$ cat src/rtl/uart_tx_out_unit.sv
// Output stage behind the core: buffers issued bytes in a small FIFO and serialises them as 8N1 UART.
// Back-pressure (out_stall) is a pure register decode so the core's hazard unit sees no path from out_issued.
module uart_tx_out_unit #(
    parameter int CLK_PER_BIT = 868,
    parameter int FIFO_DEPTH  = 16
) (
    input  logic                          clk,
    input  logic                          rst,
    input  logic                          out_issued,
    input  logic [31:0]                   out_data,
    output logic                          out_stall,
    output logic                          txd,
    output logic                          tx_busy,
    output logic [$clog2(FIFO_DEPTH):0]   fifo_count
);

    localparam int PTR_W = $clog2(FIFO_DEPTH);
    localparam int CNT_W = PTR_W + 1;
    localparam int DIV_W = $clog2(CLK_PER_BIT);

    localparam logic [CNT_W-1:0] DEPTH_C  = CNT_W'(FIFO_DEPTH);
    localparam logic [DIV_W-1:0] DIV_LAST = DIV_W'(CLK_PER_BIT - 1);

    typedef enum logic [1:0] {
        S_IDLE,
        S_START,
        S_DATA,
        S_STOP
    } state_e;

    logic [7:0]       mem [FIFO_DEPTH];
    logic [PTR_W-1:0] wr_ptr_q, wr_ptr_d;
    logic [PTR_W-1:0] rd_ptr_q, rd_ptr_d;
    logic [CNT_W-1:0] count_q, count_d;

    state_e           state_q, state_d;
    logic [DIV_W-1:0] div_q, div_d;
    logic [2:0]       bit_idx_q, bit_idx_d;
    logic [7:0]       shift_q, shift_d;
    logic             txd_q, txd_d;

    logic             full;
    logic             push;
    logic             pop;
    logic             bit_end;
    logic             unused_data_hi;

    assign unused_data_hi = ^out_data[31:8];

    assign full    = (count_q == DEPTH_C);
    assign push    = out_issued && !full;
    assign bit_end = (div_q == DIV_LAST);

    // NOTE: the byte store carries no reset; only pointers and count define which entries are valid.
    always_ff @(posedge clk) begin
        if (push) begin
            mem[wr_ptr_q] <= out_data[7:0];
        end
    end

    always_comb begin
        wr_ptr_d = push ? wr_ptr_q + PTR_W'(1) : wr_ptr_q;
        rd_ptr_d = pop  ? rd_ptr_q + PTR_W'(1) : rd_ptr_q;
        count_d  = count_q;
        case ({push, pop})
            2'b10:   count_d = count_q + CNT_W'(1);
            2'b01:   count_d = count_q - CNT_W'(1);
            default: count_d = count_q;
        endcase
    end

    // NOTE: every signal driven here gets a default first, so no path leaves one unassigned and infers a latch.
    always_comb begin
        state_d   = state_q;
        div_d     = bit_end ? '0 : div_q + DIV_W'(1);
        bit_idx_d = bit_idx_q;
        shift_d   = shift_q;
        txd_d     = txd_q;
        pop       = 1'b0;

        case (state_q)
            S_IDLE: begin
                div_d = '0;
                txd_d = 1'b1;
                if (count_q != '0) begin
                    pop     = 1'b1;
                    shift_d = mem[rd_ptr_q];
                    txd_d   = 1'b0;
                    state_d = S_START;
                end
            end
            S_START: begin
                if (bit_end) begin
                    txd_d     = shift_q[0];
                    shift_d   = {1'b0, shift_q[7:1]};
                    bit_idx_d = '0;
                    state_d   = S_DATA;
                end
            end
            S_DATA: begin
                if (bit_end) begin
                    if (bit_idx_q == 3'd7) begin
                        txd_d   = 1'b1;
                        state_d = S_STOP;
                    end else begin
                        txd_d     = shift_q[0];
                        shift_d   = {1'b0, shift_q[7:1]};
                        bit_idx_d = bit_idx_q + 3'd1;
                    end
                end
            end
            S_STOP: begin
                if (bit_end) begin
                    // Chain straight into the next frame when data is waiting: no idle gap.
                    if (count_q != '0) begin
                        pop     = 1'b1;
                        shift_d = mem[rd_ptr_q];
                        txd_d   = 1'b0;
                        state_d = S_START;
                    end else begin
                        txd_d   = 1'b1;
                        state_d = S_IDLE;
                    end
                end
            end
            default: begin
                txd_d   = 1'b1;
                state_d = S_IDLE;
            end
        endcase
    end

    // NOTE: state registers use non-blocking assignments so every flop samples pre-edge values.
    always_ff @(posedge clk or negedge rst) begin
        if (!rst) begin
            wr_ptr_q  <= '0;
            rd_ptr_q  <= '0;
            count_q   <= '0;
            state_q   <= S_IDLE;
            div_q     <= '0;
            bit_idx_q <= '0;
            shift_q   <= '0;
            txd_q     <= 1'b1;
        end else begin
            wr_ptr_q  <= wr_ptr_d;
            rd_ptr_q  <= rd_ptr_d;
            count_q   <= count_d;
            state_q   <= state_d;
            div_q     <= div_d;
            bit_idx_q <= bit_idx_d;
            shift_q   <= shift_d;
            txd_q     <= txd_d;
        end
    end

    assign out_stall  = full;
    assign txd        = txd_q;
    assign tx_busy    = (state_q != S_IDLE) || (count_q != '0);
    assign fifo_count = count_q;

endmodule

$ cat config.mk
export PLATFORM = sky130hd
export DESIGN_NAME = uart_tx_out_unit
export DESIGN_NICKNAME = d
export VERILOG_FILES = /design/src/rtl/uart_tx_out_unit.sv
export SDC_FILE = /design/constraint.sdc
export NUM_CORES = 1
export LEC_CHECK = 0
export CAP_MARGIN = 20
export CORE_ASPECT_RATIO = 0.6
export CORE_UTILIZATION = 41
export DETAILED_ROUTE_END_ITERATION = 7
export PLACE_DENSITY = 0.71
export SYNTH_ARGS = -nofsm -noshare
export SYNTH_HDL_FRONTEND = slang
export SYNTH_SLANG_ARGS = --single-unit
$ cat constraint.sdc
create_clock -name clk -period 2.9 [get_ports clk]
set_clock_uncertainty 0.2 [all_clocks]
set_input_delay 0.58 -clock clk [delete_from_list [all_inputs] [get_ports clk]]
set_output_delay 0.58 -clock clk [all_outputs]
set_load 0.05 [all_outputs]
# Word-level counts from Yosys, hierarchy flattened
# Memories as Yosys holds them, arrays and structs flattened.
# Index checks and enable logic that the tools add are counted.
# word_totals
register_bits	37
ram_bits	128
inputBits	35
n_memories	1
# mem_list
name	words	word_bits	read_ports	rd_clocked_by_memory_dff	wr	line_no	rtl
mem	16	8	1	0	1	31	logic [7:0] mem [FIFO_DEPTH];
# op_classes
n_addsub	6
n_eq_ne	14
n_mux	31
n_reduce_logical	12
# ops
cell	count
8-bit 2-to-1 mux	5
8-bit case mux with 4 select lines	1
10-bit 2-to-1 mux	2
2-bit inequality test (second input constant)	6
10-bit by 1-bit adder with 10-bit output (second input constant)	1
10-bit == test (second input constant)	1
1-bit 2-to-1 mux	10
2-bit 2-to-1 mux	5
5-bit case mux with 2 select lines	1
3-bit 2-to-1 mux	3
4-bit by 1-bit adder with 4-bit output (second input constant)	2
2-bit case mux with 4 select lines	1
4-bit AND reduction	2
2-bit == test (second input constant)	3
3-bit case mux with 2 select lines	1
2-bit nonzero test	3
5-bit by 1-bit adder with 5-bit output (second input constant)	1
5-bit == test (second input constant)	1
5-bit AND reduction	1
5-bit nonzero test	1
5-bit by 1-bit subtractor with 5-bit output (second input constant)	1
2-bit by 1-bit == test with 1-bit output (second input constant)	2
1-bit case mux with 4 select lines	1
3-bit by 1-bit adder with 3-bit output (second input constant)	1
other kinds (7)	7

# Depth between registers and ports, before layout
# Gate-level depths: netlist (run 1).
# depth
word_depth	6
depth_mapped	13
depth_no_buf	12

# Worst setup path after synthesis (run 1)
# No wires, ideal clock.
# synth_path
path_type	flip-flop to flip-flop
startpoint	register count_q[0], in the netlist fifo_count[0]
endpoint	register count_q[4], in the netlist fifo_count[4]
arrival_ps	2792
required_ps	2618
setup_slack_ps	-174
stages_incl_launch_ff	14
period_less_slack_ps	3074
path_cell_list	dfrtp_1 nor4_1 nand2_1 and2_1 clkbuf_1 inv_1 ha_1 inv_1 fa_1 nor2b_1 o21ai_0 and3_1 nor3_1 xor2_1
# synth_between
elab_chain_len	6
word_cells_on_any_way	13
# synth_lines
element	line_no	rtl
from (decl)	34	logic [CNT_W-1:0] count_q, count_d;
from (signal assigned)	147	count_q <= count_d;
5-bit nonzero test	85, 115	
1-bit 2-to-1 mux	85, 115	
1-bit 2-to-1 mux	113	if (bit_end) begin
1-bit case mux with 2 select lines	81	case (state_q)
2-bit by 1-bit == test with 1-bit output / 2-bit == test (equally long branches)	65	case ({push, pop})
5-bit case mux with 2 select lines / 2-bit nonzero test (equally long branches)	-	
# Several ways; a longest one is shown, not always the timed one.
# A chain may end at the register's enable or synchronous reset.

# Worst setup path in the final report (run 1)
# layout_path
startpoint	register div_q[1]
endpoint	register count_q[4], in the netlist fifo_count[4]
# layout_between
elab_chain_len	5
word_cells_on_any_way	7
# layout_lines
element	line_no	rtl
from (decl)	37	logic [DIV_W-1:0] div_q, div_d;
from (signal assigned)	149	div_q <= div_d;
10-bit == test *	52	assign bit_end = (div_q == DIV_LAST);
1-bit 2-to-1 mux *	113	
1-bit case mux with 2 select lines *	81	
net pop	44	logic pop;
2-bit by 1-bit == test with 1-bit output / 2-bit == test (equally long branches)	65	
5-bit case mux with 2 select lines / 2-bit nonzero test (equally long branches)	-	
# The timed path passes the listed nets; every way through them passes the cells marked *.

==> impl_results.html, run 1 <==
<table>
<tr><th>Metric</th><th>Value</th></tr>
<tr><th colspan="2">Synthesis</th></tr>
<tr><td>Count of mapped cells out of synthesis</td><td>~440</td></tr>
<tr><td>Most repeated cell in the gate-level netlist after synthesis</td><td>edfxtp_1</td></tr>
<tr><td>Syn nets</td><td>slightly below 500</td></tr>
<tr><td>Top area cells in the synthesized netlist</td><td>edfxtp_1, dfrtp_1, mux2i_1</td></tr>
<tr><td>Synthesized area per cell</td><td>16.0 um2</td></tr>
<tr><td>Fraction of registers with async set/reset</td><td>between 20% and 30%</td></tr>
<tr><td>Count of cell types in the netlist</td><td>51</td></tr>
<tr><td>Synthesis-stage register bit count</td><td>roughly 170</td></tr>
<tr><td>Summed instance area of the synthesized netlist</td><td>0.00697 mm2</td></tr>
<tr><td>Dominant cell type by area after synthesis</td><td>edfxtp_1</td></tr>
<tr><td>Warning count from the yosys run</td><td>0</td></tr>
<tr><td>Portion of the post-synthesis area used by sequential elements</td><td>around two thirds</td></tr>
<tr><td>Commonest register cell after synthesis</td><td>edfxtp_1</td></tr>
<tr><td>Fraction of synthesized cell area taken by the top area cell type</td><td>between 50% and 60%</td></tr>
<tr><td>Number of enable flip-flop cells after synthesis</td><td>128</td></tr>
<tr><td>Top cell types by occurrence after synthesis</td><td>edfxtp_1, dfrtp_1, mux2i_1</td></tr>
<tr><th colspan="2">STA</th></tr>
<tr><td>Transition time at the pin with the least slew margin</td><td>around 0.86 ns</td></tr>
<tr><td>Final hold violations</td><td>0</td></tr>
<tr><td>Min Tclk post-route</td><td>2.85 ns</td></tr>
<tr><td>Smallest setup slack after layout</td><td>around 0.05 ns</td></tr>
<tr><td>Max-slew violation count</td><td>0</td></tr>
<tr><td>Max-Slew Margin vs Limit</td><td>roughly 43%</td></tr>
<tr><td>Final setup fails</td><td>0</td></tr>
<tr><td>Setup repair after global routing missed its margin</td><td>true</td></tr>
<tr><td>Maximum clock frequency</td><td>~350 MHz</td></tr>
<tr><td>Fin crit share</td><td>a little over nine tenths</td></tr>
<tr><th colspan="2">CTS</th></tr>
<tr><td>Maximum number of buffers from clock root to sink</td><td>2</td></tr>
<tr><td>Clock tree from TritonCTS</td><td>done</td></tr>
<tr><td>Cts bufs inserted</td><td>17</td></tr>
<tr><td>Sinks on Clock Net</td><td>about 170</td></tr>
<tr><td>Clock latency reported for the late side of the worst-skew pair</td><td>~0.42 ns</td></tr>
<tr><td>Clock Tree Root</td><td>clkbuf_16</td></tr>
<tr><td>Clk slew on worst S/H paths</td><td>roughly 0.070 ns</td></tr>
<tr><td>Number of hold buffers added after cts</td><td>0</td></tr>
<tr><td>H-tree level count</td><td>4</td></tr>
<tr><th colspan="2">Setup path</th></tr>
<tr><td>Capture point of the worst reg-to-reg path</td><td>fifo_count[4]$_DFFE_PN0P_</td></tr>
<tr><td>Largest fanout on the critical path</td><td>3</td></tr>
<tr><td>Type of the worst setup path</td><td>reg -&gt; reg</td></tr>
<tr><td>Critical path startpoint category</td><td>flip-flop</td></tr>
<tr><td>Data arrival time of the worst path</td><td>between 2 and 3 ns</td></tr>
<tr><td>Cell at the slowest stage of the critical path</td><td>dfrtp_1</td></tr>
<tr><td>Cells along the critical path</td><td>ha_2 &gt; and4b_1 &gt; a41oi_2 &gt; nor3_2 &gt; ha_2 &gt; buf_4 &gt; buf_4 &gt; ha_4 &gt; nor2b_4 &gt; o21ai_2 &gt; and3_4 &gt; nor3_4 &gt; xor2_1</td></tr>
<tr><td>Worst flop-to-flop path startpoint</td><td>div_q[1]$_DFF_PN0_</td></tr>
<tr><td>Length in cells of the worst reg-to-reg path</td><td>13</td></tr>
<tr><td>Endpoint type of the worst setup path</td><td>flip-flop</td></tr>
<tr><td>Worst setup path end</td><td>fifo_count[4]$_DFFE_PN0P_</td></tr>
<tr><td>CP peak stage delay</td><td>roughly 0.38 ns</td></tr>
<tr><td>Register-to-register path setup slack</td><td>between 0.04 and 0.05 ns</td></tr>
<tr><td>CP Launch Point</td><td>div_q[1]$_DFF_PN0_</td></tr>
<tr><td>Worst EP required</td><td>3.00 ns</td></tr>
<tr><th colspan="2">Place</th></tr>
<tr><td>Total half-perimeter wirelength after legalization and detailed placement</td><td>around 10000 um</td></tr>
<tr><td>Setup WS pre-CTS</td><td>between 0.008 and 0.009 ns</td></tr>
<tr><td>Placed standard-cell area</td><td>between 0.007 and 0.008 mm2</td></tr>
<tr><td>Final GP Congestion</td><td>around 0.77</td></tr>
<tr><td>Port buffer count</td><td>18</td></tr>
<tr><th colspan="2">Layout</th></tr>
<tr><td>Number of nets at the end of the flow</td><td>550</td></tr>
<tr><td>Post-route design area</td><td>between 0.008 and 0.009 mm2</td></tr>
<tr><td># diodes</td><td>0</td></tr>
<tr><td>Share of post-route cells with drive strength above 1</td><td>a little under a quarter</td></tr>
<tr><td>Signed area change from the synthesized netlist to the final layout</td><td>19.3%</td></tr>
<tr><th colspan="2">Power and ir drop</th></tr>
<tr><td>Power consumption</td><td>roughly 8400 uW</td></tr>
<tr><td>Maximum VDD drop</td><td>between 0.4 and 0.5 mV</td></tr>
<tr><td>Power per unit of standard cell area</td><td>a little over 1000 mW/mm2</td></tr>
<tr><td>Static Leakage</td><td>about 0.0031 uW</td></tr>
<tr><th colspan="2">GRT</th></tr>
<tr><td>Congestion Overflow GR</td><td>0</td></tr>
<tr><td>First-pass GRT wire length</td><td>approximately 23000 um</td></tr>
<tr><td>Pin count of the biggest net entering global routing</td><td>38</td></tr>
<tr><td>Total routing resource utilization after global routing</td><td>17.9%</td></tr>
<tr><td>Antenna violations before repair</td><td>0</td></tr>
<tr><td>Vias in the first global route</td><td>roughly 4000</td></tr>
<tr><th colspan="2">Detailed routing</th></tr>
<tr><td>Vias post-DR</td><td>roughly 4000</td></tr>
<tr><td>Total routed wirelength</td><td>about 14000 um</td></tr>
<tr><td>Initial DRC Count</td><td>344</td></tr>
<tr><td>Via density per instance</td><td>5.29</td></tr>
<tr><td>Router iterations before antenna repair</td><td>5</td></tr>
<tr><td>Post-detailed-route DRC marker count</td><td>0</td></tr>
<tr><td>Final routed wire length divided by cell count</td><td>a little under 20 um</td></tr>
<tr><td>Antenna violation net count after detailed routing</td><td>0</td></tr>
<tr><th colspan="2">Floorplan</th></tr>
<tr><td>Chip Height</td><td>roughly 100 um</td></tr>
<tr><td>Area enclosed by the die boundary</td><td>around 0.018 mm2</td></tr>
<tr><td>I/O Pins</td><td>between 40 and 50</td></tr>
<tr><td>Starting Density</td><td>a little over two fifths</td></tr>
<tr><td>Core area</td><td>around 0.016 mm2</td></tr>
<tr><td>Number of cell rows</td><td>36</td></tr>
<tr><td>Width of the die</td><td>170 um</td></tr>
<tr><th colspan="2">Outcome</th></tr>
<tr><td>Outcome</td><td>complete, no violations</td></tr>
<tr><th colspan="2">Worst hold path</th></tr>
<tr><td>Worst min-delay path category</td><td>in -&gt; async</td></tr>
<tr><th colspan="2">Flow run</th></tr>
<tr><td>Max-capacitance violation count</td><td>0</td></tr>
</table>
state kept, by name (all words and copies together) (netlist names):
name	cells
rd_ptr_q	4
fifo_count	5
state_q	2
mem	128
div_q	10
wr_ptr_q	4
shift_q	8
bit_idx_q	3
txd	1
what timing repair did:
action,CTS,global route
resized for setup,2,14
endpoints found under the hold margin,0,0
buffers inserted,0,4
endpoints found under the setup margin,2,2
pin swaps,0,10
worst min path at each step:
| stage | to | slack (ns) | depth (start not counted) |
|---|---|---|---|
| 3_5_place_dp | shift_q[3]$_DFFE_PN0P_ | 0.28 | 1 |
| 4_1_cts | rd_ptr_q[0]$_DFFE_PN0P_ | 0.08 | 1 |
| 2_1_floorplan | bit_idx_q[0]$_DFFE_PN0P_ | 0.08 | 0 |
| 3_3_place_gp | shift_q[3]$_DFFE_PN0P_ | 0.27 | 1 |
| 6_report | fifo_count[1]$_DFFE_PN0P_ | 0.07 | 1 |
| 5_1_grt | fifo_count[1]$_DFFE_PN0P_ | 0.12 | 1 |
through the flow:
step	TNS [ns]	util (%)	cells	hold slack [ns]
after global placement	0	46.6	702	0.273
after global routing	-0.0930	50.7	738	0.124
after detailed placement	0	46.6	702	0.280
after floorplan	0	-	436	0.0844
final	0	50.7	738	0.0676
after CTS	0	50.2	734	0.0822
power breakdown:
group / total, uW / switching (uW) / internal [uW]
clock network: 2200 / 1040 / 1160
registers: 3340 / 390 / 2950
logic: 2840 / 1530 / 1310
layout by cell type (no fill, tap or decap), types with 3 or more instances in the layout:
master and n:
and3_1 3, xnor2_1 8, nand2_1 24, mux4_2 12, a22oi_1 14, o21a_1 7
xor2_1 10, nand3_1 4, inv_1 15, o311ai_0 5, edfxtp_1 128, inv_6 4
dfrtp_2 6, a22o_1 4, inv_8 6, and2_1 3, nand2b_1 3, dfrtp_1 30
clkbuf_16 17, o21ai_0 8, o22ai_1 7, buf_4 44, mux2i_1 28, nand4_1 3
ha_1 14, clkdlybuf4s50_1 15, mux4_1 7, a21oi_1 9, nor3_1 6, nor2_1 23
cell type report:
type	count	area, um2
well taps	228	285
clock inverters	14	153
multi-input cells	234	2080
inverters	16	60.1
repair buffers	63	523
fillers	1357	8080
flip-flops and latches	165	4780
clock buffers	18	429
critical path, delay by kind of cell (launching register included):
family	cells	cell delay (ns)
AND/OR/NAND/NOR	5	0.84
adder cells (fa/ha/maj)	3	0.61
flip-flops	1	0.38
AO/OA/AOI/OAI	2	0.32
buffers and inverters	2	0.22
XOR/XNOR	1	0.16
cell families after synthesis:
| kind of cell | after synthesis | share of synthesized area, % |
|---|---|---|
| mux | 49 | 10.9 |
| flops | 165 | 68.5 |
| simple gates | 82 | 5.64 |
| compound gates | 67 | 6.81 |
| fa+ha+maj | 18 | 3.34 |
| xor+xnor | 18 | 2.26 |
| buf+inv | 37 | 2.59 |
layer usage:
layer / routed length (um) / track usage, %
met5: 0 / 0
met4: 93 / 4.50
met3: 1190 / 4.68
met2: 6300 / 26.3
met1: 6710 / 26.5
Power figures use the tool's default switching activity.
==> run 2, diff against run 1 <==
--- a/config.mk
+++ b/config.mk
@@ -10,6 +10,7 @@
 export CORE_UTILIZATION = 41
 export DETAILED_ROUTE_END_ITERATION = 7
 export PLACE_DENSITY = 0.71
+export RECOVER_POWER = 25
 export SYNTH_ARGS = -nofsm -noshare
 export SYNTH_HDL_FRONTEND = slang
 export SYNTH_SLANG_ARGS = --single-unit
==> run 2 against run 1 <==
The run now ends with max-capacitance violations, max-slew violations left. Sequential share of layout area about the same. Critical path depth unchanged. Power about the same. Maximum frequency about the same. Global-route usage unchanged. Critical path type unchanged. Critical endpoint unchanged. Highest routed layer unchanged.
==> impl_results.html, run 2 (synthesis results as in run 1) <==
<table>
<tr><th>Metric</th><th>Value</th></tr>
<tr><th colspan="2">STA</th></tr>
<tr><td>Setup tns final</td><td>0 ns (unchanged)</td></tr>
<tr><td>Max-Slew Margin vs Limit</td><td>-37.5% (was 42.8%)</td></tr>
<tr><td>Setup repair after global routing missed its margin</td><td>true (unchanged)</td></tr>
<tr><td>Transition time at the pin with the least slew margin</td><td>2.06 ns (was 0.858 ns)</td></tr>
<tr><td>Smallest setup slack after layout</td><td>0.0505 ns (was 0.0499 ns)</td></tr>
<tr><td>Max-slew violation count</td><td>38 (was 0)</td></tr>
<tr><td>Fin crit share</td><td>98.3% (about the same)</td></tr>
<tr><td>Final hold violations</td><td>0 (unchanged)</td></tr>
<tr><td>Min Tclk post-route</td><td>2.85 ns (about the same)</td></tr>
<tr><td>Maximum clock frequency</td><td>351 MHz (about the same)</td></tr>
<tr><td>Final setup fails</td><td>0 (unchanged)</td></tr>
<tr><th colspan="2">GRT</th></tr>
<tr><td>Total routing resource utilization after global routing</td><td>17.9% (unchanged)</td></tr>
<tr><td>GRT Max-Usage Layer</td><td>met1 (unchanged)</td></tr>
<tr><td>Vias in the first global route</td><td>4047 (unchanged)</td></tr>
<tr><td>Pin count of the biggest net entering global routing</td><td>38 (unchanged)</td></tr>
<tr><td>Met3 usage in global routing</td><td>4.68% (unchanged)</td></tr>
<tr><td>Met1 Usage GRT</td><td>26.5% (unchanged)</td></tr>
<tr><td>Congestion Overflow GR</td><td>0 (unchanged)</td></tr>
<tr><td>Antenna violations before repair</td><td>0 (unchanged)</td></tr>
<tr><td>First-pass GRT wire length</td><td>22700 um (unchanged)</td></tr>
<tr><td>Fraction of met2 tracks used by global routing</td><td>26.3% (unchanged)</td></tr>
<tr><th colspan="2">Flow run</th></tr>
<tr><td>Max-capacitance violation count</td><td>1 (was 0)</td></tr>
<tr><th colspan="2">Detailed routing</th></tr>
<tr><td>Antenna violation net count after detailed routing</td><td>0 (unchanged)</td></tr>
<tr><td>Total routed wirelength</td><td>14300 um (about the same)</td></tr>
<tr><td>Post-detailed-route DRC marker count</td><td>0 (unchanged)</td></tr>
<tr><td>Via density per instance</td><td>5.30 (was 5.29)</td></tr>
<tr><td>Vias post-DR</td><td>3908 (was 3902)</td></tr>
<tr><td>Router iterations before antenna repair</td><td>5 (unchanged)</td></tr>
<tr><td>Initial DRC Count</td><td>344 (unchanged)</td></tr>
<tr><td>Final routed wire length divided by cell count</td><td>19.4 um (about the same)</td></tr>
<tr><th colspan="2">Place</th></tr>
<tr><td>Setup WS pre-CTS</td><td>0.00873 ns (unchanged)</td></tr>
<tr><td>Port buffer count</td><td>18 (unchanged)</td></tr>
<tr><td>Placed standard-cell area</td><td>0.00764 mm2 (unchanged)</td></tr>
<tr><td>Final GP Congestion</td><td>0.775 (unchanged)</td></tr>
<tr><td>Total half-perimeter wirelength after legalization and detailed placement</td><td>9910 um (unchanged)</td></tr>
<tr><th colspan="2">CTS</th></tr>
<tr><td>H-tree level count</td><td>4 (unchanged)</td></tr>
<tr><td>Clk slew on worst S/H paths</td><td>0.07 ns (about the same)</td></tr>
<tr><td>Maximum number of buffers from clock root to sink</td><td>2 (unchanged)</td></tr>
<tr><td>Sinks on Clock Net</td><td>165 (unchanged)</td></tr>
<tr><td>Number of hold buffers added after cts</td><td>0 (unchanged)</td></tr>
<tr><td>Cts bufs inserted</td><td>17 (unchanged)</td></tr>
<tr><td>Clock tree from TritonCTS</td><td>done (unchanged)</td></tr>
<tr><td>Clock Tree Root</td><td>clkbuf_16 (unchanged)</td></tr>
<tr><td>Clock latency reported for the late side of the worst-skew pair</td><td>0.42 ns (about the same)</td></tr>
<tr><th colspan="2">Layout</th></tr>
<tr><td>Share of post-route cells with drive strength above 1</td><td>22.5% (was 22.7%)</td></tr>
<tr><td>Number of flip-flops in the largest register</td><td>128 (unchanged)</td></tr>
<tr><td>Post-route design area</td><td>0.00831 mm2 (about the same)</td></tr>
<tr><td>Signed area change from the synthesized netlist to the final layout</td><td>19.3% (about the same)</td></tr>
<tr><td>Most frequent standard cell in the layout excluding fill and tap cells</td><td>edfxtp_1 (unchanged)</td></tr>
<tr><td>Most frequent cells in the layout</td><td>edfxtp_1, buf_4, dfrtp_1, mux2i_1, nand2_1 (unchanged)</td></tr>
<tr><td>Number of nets at the end of the flow</td><td>550 (unchanged)</td></tr>
<tr><td>Largest registers</td><td>mem (128), div_q (10), shift_q (8) (unchanged)</td></tr>
<tr><td>Most flops, register</td><td>mem (unchanged)</td></tr>
<tr><td>Number of filler cells placed in the layout</td><td>1357 (unchanged)</td></tr>
<tr><td># diodes</td><td>0 (unchanged)</td></tr>
<tr><th colspan="2">Setup path</th></tr>
<tr><td>Endpoint type of the worst setup path</td><td>flip-flop (unchanged)</td></tr>
<tr><td>Type of the worst setup path</td><td>reg -&gt; reg (unchanged)</td></tr>
<tr><td>Capture point of the worst reg-to-reg path</td><td>fifo_count[4]$_DFFE_PN0P_ (unchanged)</td></tr>
<tr><td>Worst EP required</td><td>3.00 ns (about the same)</td></tr>
<tr><td>Critical path startpoint category</td><td>flip-flop (unchanged)</td></tr>
<tr><td>Length in cells of the worst reg-to-reg path</td><td>13 (unchanged)</td></tr>
<tr><td>Worst flop-to-flop path startpoint</td><td>div_q[1]$_DFF_PN0_ (unchanged)</td></tr>
<tr><td>Largest fanout on the critical path</td><td>3 (unchanged)</td></tr>
<tr><td>Data arrival time of the worst path</td><td>2.95 ns (about the same)</td></tr>
<tr><td>Register-to-register path setup slack</td><td>0.05 ns (about the same)</td></tr>
<tr><th colspan="2">Power and ir drop</th></tr>
<tr><td>Maximum VDD drop</td><td>0.448 mV (about the same)</td></tr>
<tr><td>Static Leakage</td><td>0.00307 uW (about the same)</td></tr>
<tr><td>Power per unit of standard cell area</td><td>1010 mW/mm2 (about the same)</td></tr>
<tr><th colspan="2">Floorplan</th></tr>
<tr><td>Area enclosed by the die boundary</td><td>0.0175 mm2 (unchanged)</td></tr>
<tr><td>Starting Density</td><td>42.5% (unchanged)</td></tr>
<tr><td>I/O Pins</td><td>43 (unchanged)</td></tr>
<tr><td>Chip Height</td><td>103 um (unchanged)</td></tr>
<tr><td>Number of cell rows</td><td>36 (unchanged)</td></tr>
<tr><td>Core area</td><td>0.0164 mm2 (unchanged)</td></tr>
<tr><td>Width of the die</td><td>170 um (unchanged)</td></tr>
<tr><th colspan="2">Worst hold path</th></tr>
<tr><td>Worst min-delay path category</td><td>reg -&gt; reg (was in -&gt; async)</td></tr>
<tr><td>End point of the worst hold path</td><td>fifo_count[4]$_DFFE_PN0P_</td></tr>
<tr><td>WHS Path Cells</td><td>1</td></tr>
<tr><td>Hold Crit Start</td><td>fifo_count[4]$_DFFE_PN0P_</td></tr>
<tr><th colspan="2">Outcome</th></tr>
<tr><td>Outcome</td><td>finished with violations (was complete, no violations)</td></tr>
<tr><td>Violations in the final reports</td><td>max-capacitance violations, max-slew violations</td></tr>
</table>
[run 2: cell count changes in the layout (fill, tap and decap cells not counted), sizes merged]
cell	previous run	this run
clkbuf	18	19
buf	46	45
[run 2: what timing repair did]
action,4_1_cts,5_1_grt
endpoints found under the hold margin,0,0
pin swaps,0,10
endpoints found under the setup margin,2,2
gates resized for setup,2,14
setup buffers,0,4
[run 2: cell type report]
type                            instances  area, um2  area share (%)
Sequential cell                       165       4780            57.5
Multi-Input combinational cell        234       2080            25.1
Timing Repair Buffer                   63        522            6.28
Clock buffer                           18        429            5.16
Tap cell                              228        285            3.43
Clock inverter                         14        153            1.84
Inverter                               16       60.1           0.723
[run 2: report_power, final]
part           internal, uW  switching, uW  total [uW]
clock network          1160           1040        2200
registers              2950            389        3340
logic                  1310           1530        2840
[run 2: layer usage]
layer	routed length (um)	up-vias	share of wire [%]
li1	-	1804	-
met1	6640	1982	46
met2	6260	112	44
met3	1270	10	8.9
met4	117	0	0.82
met5	0	-	0
[run 2: through the flow]
| stage | power (uW) | utilization [%] | hold WS, ns | instances |
|---|---|---|---|---|
| 4_1_cts | 8320 | 50.2 | 0.0822 | 734 |
| 3_3_place_gp | 6000 | 46.6 | 0.273 | 702 |
| 6_report | 8380 | 50.7 | 0.291 | 738 |
| 5_1_grt | 8870 | 50.7 | 0.312 | 738 |
| 3_5_place_dp | 6120 | 46.6 | 0.280 | 702 |
| 2_1_floorplan | 5240 | - | 0.0844 | 436 |
[run 2: worst max path at each step]
stage	endpoint	slack, ns	cells after the start	from
after floorplan	fifo_count[4]$_DFFE_PN0P_	0.04	13	fifo_count[2]$_DFFE_PN0P_
after CTS	fifo_count[4]$_DFFE_PN0P_	0.02	12	div_q[1]$_DFF_PN0_
after global placement	fifo_count[4]$_DFFE_PN0P_	0.03	11	out_issued
after detailed placement	fifo_count[4]$_DFFE_PN0P_	0.009	11	out_issued
after global routing	fifo_count[4]$_DFFE_PN0P_	-0.05	13	div_q[1]$_DFF_PN0_
final	fifo_count[4]$_DFFE_PN0P_	0.05	13	div_q[1]$_DFF_PN0_
[run 2: worst max-delay path, stage by stage (launching register included)]
cell and delay, ns:
dfrtp_1 0.38, ha_2 0.19, and4b_1 0.24, a41oi_2 0.13, nor3_2 0.21, ha_2 0.23
buf_4 0.12, buf_4 0.10, ha_4 0.19, nor2b_4 0.12, o21ai_2 0.19, and3_4 0.23
nor3_4 0.04, xor2_1 0.16
==> run 3, diff against run 2 <==
--- a/config.mk
+++ b/config.mk
@@ -9,7 +9,7 @@
 export CORE_ASPECT_RATIO = 0.6
 export CORE_UTILIZATION = 41
 export DETAILED_ROUTE_END_ITERATION = 7
-export PLACE_DENSITY = 0.71
+export PLACE_DENSITY = 0.66
 export RECOVER_POWER = 25
 export SYNTH_ARGS = -nofsm -noshare
 export SYNTH_HDL_FRONTEND = slang
==> run 3 against run 2 <==
The run still ends with max-capacitance violations, max-slew violations left. Worst hold slack got worse by 0.0063 ns. Power rose by 2.3%. Via count fell by 0.18%. Non-clock buffer count is 9 higher. Global-route usage hardly changed. Critical endpoint unchanged. Largest cell class unchanged.
==> impl_results.html, run 3 (synthesis results as in run 1) <==
<table>
<tr><th>Metric</th><th>Value</th></tr>
<tr><th colspan="2">CTS</th></tr>
<tr><td>Clock latency reported for the late side of the worst-skew pair</td><td>0.42 ns (about the same)</td></tr>
<tr><td>Sinks on Clock Net</td><td>165 (unchanged)</td></tr>
<tr><td>Clk slew on worst S/H paths</td><td>0.07 ns (about the same)</td></tr>
<tr><td>Maximum number of buffers from clock root to sink</td><td>2 (unchanged)</td></tr>
<tr><td>Clock tree from TritonCTS</td><td>done (unchanged)</td></tr>
<tr><td>Number of hold buffers added after cts</td><td>0 (unchanged)</td></tr>
<tr><td>Cts bufs inserted</td><td>17 (unchanged)</td></tr>
<tr><td>Clock Tree Root</td><td>clkbuf_16 (unchanged)</td></tr>
<tr><td>H-tree level count</td><td>4 (unchanged)</td></tr>
<tr><th colspan="2">Detailed routing</th></tr>
<tr><td>Via density per instance</td><td>5.22 (was 5.30)</td></tr>
<tr><td>Antenna violation net count after detailed routing</td><td>0 (unchanged)</td></tr>
<tr><td>Detailed-route wire length on metal 1</td><td>6940 um (was 6640 um)</td></tr>
<tr><td>Initial DRC Count</td><td>342 (was 344)</td></tr>
<tr><td>Final routed wire length divided by cell count</td><td>19.2 um (was 19.4 um)</td></tr>
<tr><td>Vias post-DR</td><td>3901 (was 3908)</td></tr>
<tr><td>Post-detailed-route DRC marker count</td><td>0 (unchanged)</td></tr>
<tr><td>Met3 routed wirelength</td><td>920 um (was 1270 um)</td></tr>
<tr><td>Routed length on met2</td><td>6340 um (was 6260 um)</td></tr>
<tr><td>Top Metal Used</td><td>met4 (unchanged)</td></tr>
<tr><td>Total routed wirelength</td><td>14300 um (about the same)</td></tr>
<tr><td>Router iterations before antenna repair</td><td>4 (was 5)</td></tr>
<tr><th colspan="2">Place</th></tr>
<tr><td>Total half-perimeter wirelength after legalization and detailed placement</td><td>9790 um (was 9910 um)</td></tr>
<tr><td>Port buffer count</td><td>18 (unchanged)</td></tr>
<tr><td>Placed cell count</td><td>710 (was 702)</td></tr>
<tr><td>Setup WS pre-CTS</td><td>-0.0334 ns (was 0.00873 ns)</td></tr>
<tr><td>Placed standard-cell area</td><td>0.00769 mm2 (was 0.00764 mm2)</td></tr>
<tr><td>Final GP Congestion</td><td>0.849 (was 0.775)</td></tr>
<tr><th colspan="2">Setup path</th></tr>
<tr><td>Data arrival time of the worst path</td><td>2.94 ns (was 2.95 ns)</td></tr>
<tr><td>Number of buffers and inverters on the critical path</td><td>1 (was 2)</td></tr>
<tr><td>Type of the worst setup path</td><td>reg -&gt; reg (unchanged)</td></tr>
<tr><td>Cells along the critical path</td><td>ha_2 &gt; and4b_1 &gt; a41oi_2 &gt; nor3_2 &gt; ha_2 &gt; inv_2 &gt; fa_2 &gt; nor2b_2 &gt; o21ai_2 &gt; and3_1 &gt; nor3_2 &gt; xor2_1 (was ha_2 &gt; and4b_1 &gt; a41oi_2 &gt; nor3_2 &gt; ha_2 &gt; buf_4 &gt; buf_4 &gt; ha_4 &gt; nor2b_4 &gt; o21ai_2 &gt; and3_4 &gt; nor3_4 &gt; xor2_1)</td></tr>
<tr><td>Cell at the slowest stage of the critical path</td><td>fa_2 (was dfrtp_1)</td></tr>
<tr><td>Kind of cell adding the most delay to the critical path</td><td>simple AND/OR/NAND/NOR gates (unchanged)</td></tr>
<tr><td>CP peak stage delay</td><td>0.37 ns (was 0.38 ns)</td></tr>
<tr><td>Worst EP required</td><td>3.05 ns (was 3.00 ns)</td></tr>
<tr><td>Endpoint type of the worst setup path</td><td>flip-flop (unchanged)</td></tr>
<tr><td>Largest fanout on the critical path</td><td>3 (unchanged)</td></tr>
<tr><td>Critical path startpoint category</td><td>flip-flop (unchanged)</td></tr>
<tr><th colspan="2">STA</th></tr>
<tr><td>Maximum clock frequency</td><td>358 MHz (was 351 MHz)</td></tr>
<tr><td>Min Tclk post-route</td><td>2.79 ns (was 2.85 ns)</td></tr>
<tr><td>Max-slew violation count</td><td>38 (unchanged)</td></tr>
<tr><td>Max-Slew Margin vs Limit</td><td>-40.7% (was -37.5%)</td></tr>
<tr><td>Setup repair after global routing missed its margin</td><td>true (unchanged)</td></tr>
<tr><td>Fin crit share</td><td>96.3% (was 98.3%)</td></tr>
<tr><td>Final hold violations</td><td>0 (unchanged)</td></tr>
<tr><td>Final setup fails</td><td>0 (unchanged)</td></tr>
<tr><td>Transition time at the pin with the least slew margin</td><td>2.11 ns (was 2.06 ns)</td></tr>
<tr><td>Smallest setup slack after layout</td><td>0.107 ns (was 0.0505 ns)</td></tr>
<tr><th colspan="2">Layout</th></tr>
<tr><td>Number of nets at the end of the flow</td><td>559 (was 550)</td></tr>
<tr><td>Layout Utilization</td><td>51.1% (was 50.7%)</td></tr>
<tr><td># diodes</td><td>0 (unchanged)</td></tr>
<tr><td>Most frequent cells in the layout</td><td>edfxtp_1, buf_4, dfrtp_1, mux2i_1, nand2_1 (unchanged)</td></tr>
<tr><td>Final cell count without fillers</td><td>747 (was 738)</td></tr>
<tr><td>Number of flip-flops in the largest register</td><td>128 (unchanged)</td></tr>
<tr><td>Post-route design area</td><td>0.00837 mm2 (was 0.00831 mm2)</td></tr>
<tr><td>Signed area change from the synthesized netlist to the final layout</td><td>20.2% (was 19.3%)</td></tr>
<tr><td>Most flops, register</td><td>mem (unchanged)</td></tr>
<tr><td>Share of post-route cells with drive strength above 1</td><td>23.3% (was 22.5%)</td></tr>
<tr><td>Most frequent standard cell in the layout excluding fill and tap cells</td><td>edfxtp_1 (unchanged)</td></tr>
<tr><td>Largest registers</td><td>mem (128), div_q (10), shift_q (8) (unchanged)</td></tr>
<tr><th colspan="2">Power and ir drop</th></tr>
<tr><td>Combinational group share of total power</td><td>34.8% (was 33.9%)</td></tr>
<tr><td>Clock power share</td><td>27.2% (was 26.2%)</td></tr>
<tr><td>Total internal power</td><td>5650 uW (was 5420 uW)</td></tr>
<tr><td>Maximum VDD drop</td><td>0.404 mV (was 0.448 mV)</td></tr>
<tr><td>Static Leakage</td><td>0.00311 uW (was 0.00307 uW)</td></tr>
<tr><td>Switching Power</td><td>2920 uW (was 2960 uW)</td></tr>
<tr><td>Sequential power share</td><td>37.9% (was 39.9%)</td></tr>
<tr><td>Power per unit of standard cell area</td><td>1020 mW/mm2 (was 1010 mW/mm2)</td></tr>
<tr><td>Switching share of power</td><td>34.1% (was 35.3%)</td></tr>
<tr><th colspan="2">Worst hold path</th></tr>
<tr><td>Worst min-delay path category</td><td>reg -&gt; reg (unchanged)</td></tr>
<tr><th colspan="2">Outcome</th></tr>
<tr><td>Outcome</td><td>finished with violations (unchanged)</td></tr>
<tr><td>Violations in the final reports</td><td>max-capacitance violations, max-slew violations (unchanged)</td></tr>
<tr><th colspan="2">GRT</th></tr>
<tr><td>Total routing resource utilization after global routing</td><td>17.9% (about the same)</td></tr>
<tr><td>First-pass GRT wire length</td><td>22300 um (was 22700 um)</td></tr>
<tr><td>Vias in the first global route</td><td>3977 (was 4047)</td></tr>
<tr><td>Congestion Overflow GR</td><td>0 (unchanged)</td></tr>
<tr><td>Antenna violations before repair</td><td>0 (unchanged)</td></tr>
<tr><td>Pin count of the biggest net entering global routing</td><td>38 (unchanged)</td></tr>
<tr><th colspan="2">Floorplan</th></tr>
<tr><td>Chip Height</td><td>103 um (unchanged)</td></tr>
<tr><td>Core area</td><td>0.0164 mm2 (unchanged)</td></tr>
<tr><td>Width of the die</td><td>170 um (unchanged)</td></tr>
<tr><td>Starting Density</td><td>42.5% (unchanged)</td></tr>
<tr><td>Area enclosed by the die boundary</td><td>0.0175 mm2 (unchanged)</td></tr>
<tr><td>I/O Pins</td><td>43 (unchanged)</td></tr>
<tr><td>Number of cell rows</td><td>36 (unchanged)</td></tr>
<tr><th colspan="2">Flow run</th></tr>
<tr><td>Max-capacitance violation count</td><td>1 (unchanged)</td></tr>
</table>
==> run 3: cell count changes in the layout (fill, tap and decap cells not counted), moves of 2 or more <==
| cell | before | now |
|---|---|---|
| buf_4 | 44 | 53 |
| bufinv_16 | 0 | 3 |
| clkdlybuf4s50_1 | 15 | 12 |
| clkinv_8 | 2 | 0 |
| clkinvlp_4 | 0 | 2 |
| dlygate4sd3_1 | 0 | 3 |
| inv_8 | 6 | 1 |
==> run 3: metrics by stage <==
step | hold WS, ns | setup TNS, ns | total power, uW
CTS | 0.102 | 0 | 8550
global placement | 0.272 | 0 | 6070
detailed placement | 0.281 | -0.0334 | 6200
floorplan | 0.0844 | 0 | 5240
finish | 0.285 | 0 | 8570
global route | 0.312 | -0.0714 | 9000
==> run 3: per-layer routing <==
layer,vias up,track usage [%]
li1,1822,-
met1,1981,26.4
met2,90,26.2
met3,8,4.99
met4,0,4.44
met5,-,0
==> run 3: cell type report <==
class	count	area, um2
Fill cell	1361	8020
Sequential cell	165	4780
Multi-Input combinational cell	234	2060
Timing Repair Buffer	72	573
Clock buffer	17	425
Tap cell	228	285
Clock inverter	15	191
Inverter	16	60.1
==> run 3: final timing paths <==
check | start | to | slack (ns) | cells after the start
min in group asynchronous | rst | fifo_count[3]$_DFFE_PN0P_ | 0.55 | 1
min reg2reg | fifo_count[4]$_DFFE_PN0P_ | fifo_count[4]$_DFFE_PN0P_ | 0.28 | 1
max reg2reg | div_q[1]$_DFF_PN0_ | fifo_count[4]$_DFFE_PN0P_ | 0.11 | 12
max in group asynchronous | rst | rd_ptr_q[1]$_DFFE_PN0P_ | 0.56 | 1
min | fifo_count[4]$_DFFE_PN0P_ | fifo_count[4]$_DFFE_PN0P_ | 0.28 | 1
max | div_q[1]$_DFF_PN0_ | fifo_count[4]$_DFFE_PN0P_ | 0.11 | 12
==> run 3: power groups by stage <==
stage | Clock [uW] | Sequential [uW] | Combinational [uW]
3_3_place_gp | 0 | 3270 | 2810
3_5_place_dp | 0 | 3290 | 2920
6_report | 2330 | 3250 | 2990
2_1_floorplan | 0 | 3290 | 1950
4_1_cts | 2360 | 3250 | 2940
5_1_grt | 2450 | 3300 | 3250
==> run 3: what timing repair did <==
action                                  CTS  global route
buffers inserted                          0             5
gates cloned                              0             0
endpoints found under the setup margin    3             2
gates resized for setup                   4             8
pin swaps                                 0             9
==> RTL edit (settings of run 2) <==
Reset style: synchronous (`rst`), changed in one clocked block.
--- a/src/rtl/uart_tx_out_unit.sv
+++ b/src/rtl/uart_tx_out_unit.sv
@@ -132,5 +132,5 @@
 
     // NOTE: state registers use non-blocking assignments so every flop samples pre-edge values.
-    always_ff @(posedge clk or negedge rst) begin
+    always_ff @(posedge clk) begin
         if (!rst) begin
             wr_ptr_q  <= '0;
Behaviour: differs if rst is asserted again (counterexample within 4 cycles, from zero or initial values and one cycle with rst low); with rst held inactive, the same outputs for 10 cycles.
==> RTL edit against run 2 <==
- critical path depth decreased by 1
- via count up 8.4%
- first-iteration DRC count increased by 24%
- sequential cell count increased by 4
- wire length rose by 5.8%
- final area is 2.0% higher
- die area is 1.7% higher
- synthesized cell count grew 5.0%
- maximum frequency fell by 0.87%
- global-route usage rose by 0.14 points
- area after synthesis rose by 1.8%
- setup slack worse by 0.025 ns
- total power is 9.7% lower
- critical endpoint is now fifo_count[4]
==> RTL edit: results (changes against run 2) <==
\begin{tabular}{lr}
\hline
Metric & Value \\
\hline
\multicolumn{2}{l}{\textbf{Run status}} \\
Outcome & complete, no violations \\
\multicolumn{2}{l}{\textbf{Final layout}} \\
Number of multi-input logic gates & 257 (+9.8\%) \\
Proportion of layout cells with a drive suffix above 1 & 26.5\% (+4.0 points) \\
Number of non-clock buffers in the layout & 66 (+4.8\%) \\
Layout Nets & 570 (+3.6\%) \\
Finished Layout Cells & 760 (+3.0\%) \\
Inverter count of the layout excluding clock inverters & 8 (-8) \\
Multi-input combinational cell area & 2380 um2 (+14\%) \\
Combined flip-flop and latch cell area & 4670 um2 (-2.3\%) \\
\multicolumn{2}{l}{\textbf{Place}} \\
Post-placement setup slack & -0.143 ns (-0.151 ns) \\
Final Wtd Congestion & 0.807 (+4.2\%) \\
Post-DP HPWL & 9920 um (about the same) \\
\multicolumn{2}{l}{\textbf{Power and ir drop}} \\
Static power due to leakage & 0.00282 uW (-8.1\%) \\
Max rail drop VDD & 422 uV (-6.0\%) \\
Pint & 5120 uW (-5.6\%) \\
\multicolumn{2}{l}{\textbf{Detailed routing}} \\
Detailed-route wire length on metal 1 & 6870 um (+3.5\%) \\
Routed wirelength normalized by instance count & 19.9 um (+2.7\%) \\
Initial DRC Count & 428 (+24\%) \\
Routed via count divided by cell count & 5.57 (+5.3\%) \\
Routed length on met3 & 1110 um (-12\%) \\
\multicolumn{2}{l}{\textbf{GRT}} \\
First-pass GRT wire length & 23500 um (+3.5\%) \\
Met3 track demand over resource in global routing & 5.58\% (+0.90 points) \\
Met2 track demand over resource & 25.8\% (-0.53 points) \\
\multicolumn{2}{l}{\textbf{Timing}} \\
Period utilization & 99.1\% (+0.86 points) \\
\multicolumn{2}{l}{\textbf{Floorplanning}} \\
Die width & 172 um (+0.87\%) \\
\multicolumn{2}{l}{\textbf{Min path}} \\
Critical hold path startpoint & div\_q[0] \\
Hold Crit Endpoint & div\_q[0] \\
\multicolumn{2}{l}{\textbf{Worst setup path}} \\
End of the worst register-to-register path & fifo\_count[4] \\
\multicolumn{2}{l}{\textbf{Yosys}} \\
Syn\_nets & 509 (+4.1\%) \\
Cell count after synthesis & 458 (+5.0\%) \\
Share of synthesized flip-flops with an asynchronous set or reset & 0\% (-22 points) \\
Share of synthesized area occupied by flip-flops and latches & 65.8\% (-2.7 points) \\
\hline
\end{tabular}
RTL edit: cell types whose count changed after synthesis, sizes merged, moves of 6 or more:
| cell | change |
|---|---|
| a22oi | -12 |
| clkbuf | +6 |
| dfrtp | -36 |
| dfxtp | +41 |
| inv | -8 |
| mux2i | -18 |
| mux4 | +15 |
| nand2 | -9 |
| nor2 | +30 |
| o21a | -7 |
| o22ai | -6 |
| o311ai | -7 |
RTL edit: repair_timing:
item / 4_1_cts / 5_1_grt
resized for setup: 4 / 7
buffers inserted: 0 / 6
pin swaps: 2 / 8
setup endpoints to repair: 3 / 2
RTL edit: cells by family (layout without fill, tap and decap cells):
group           Yosys count  after routing  synth area share, %
flops                   169            169                 65.8
xor+xnor                 16             16                 1.98
mux                      50             50                 13.2
simple gates            118            118                 8.56
fa+ha+maj                16             16                 2.82
buf+inv                  32            106                 2.07
compound gates           57             57                 5.60
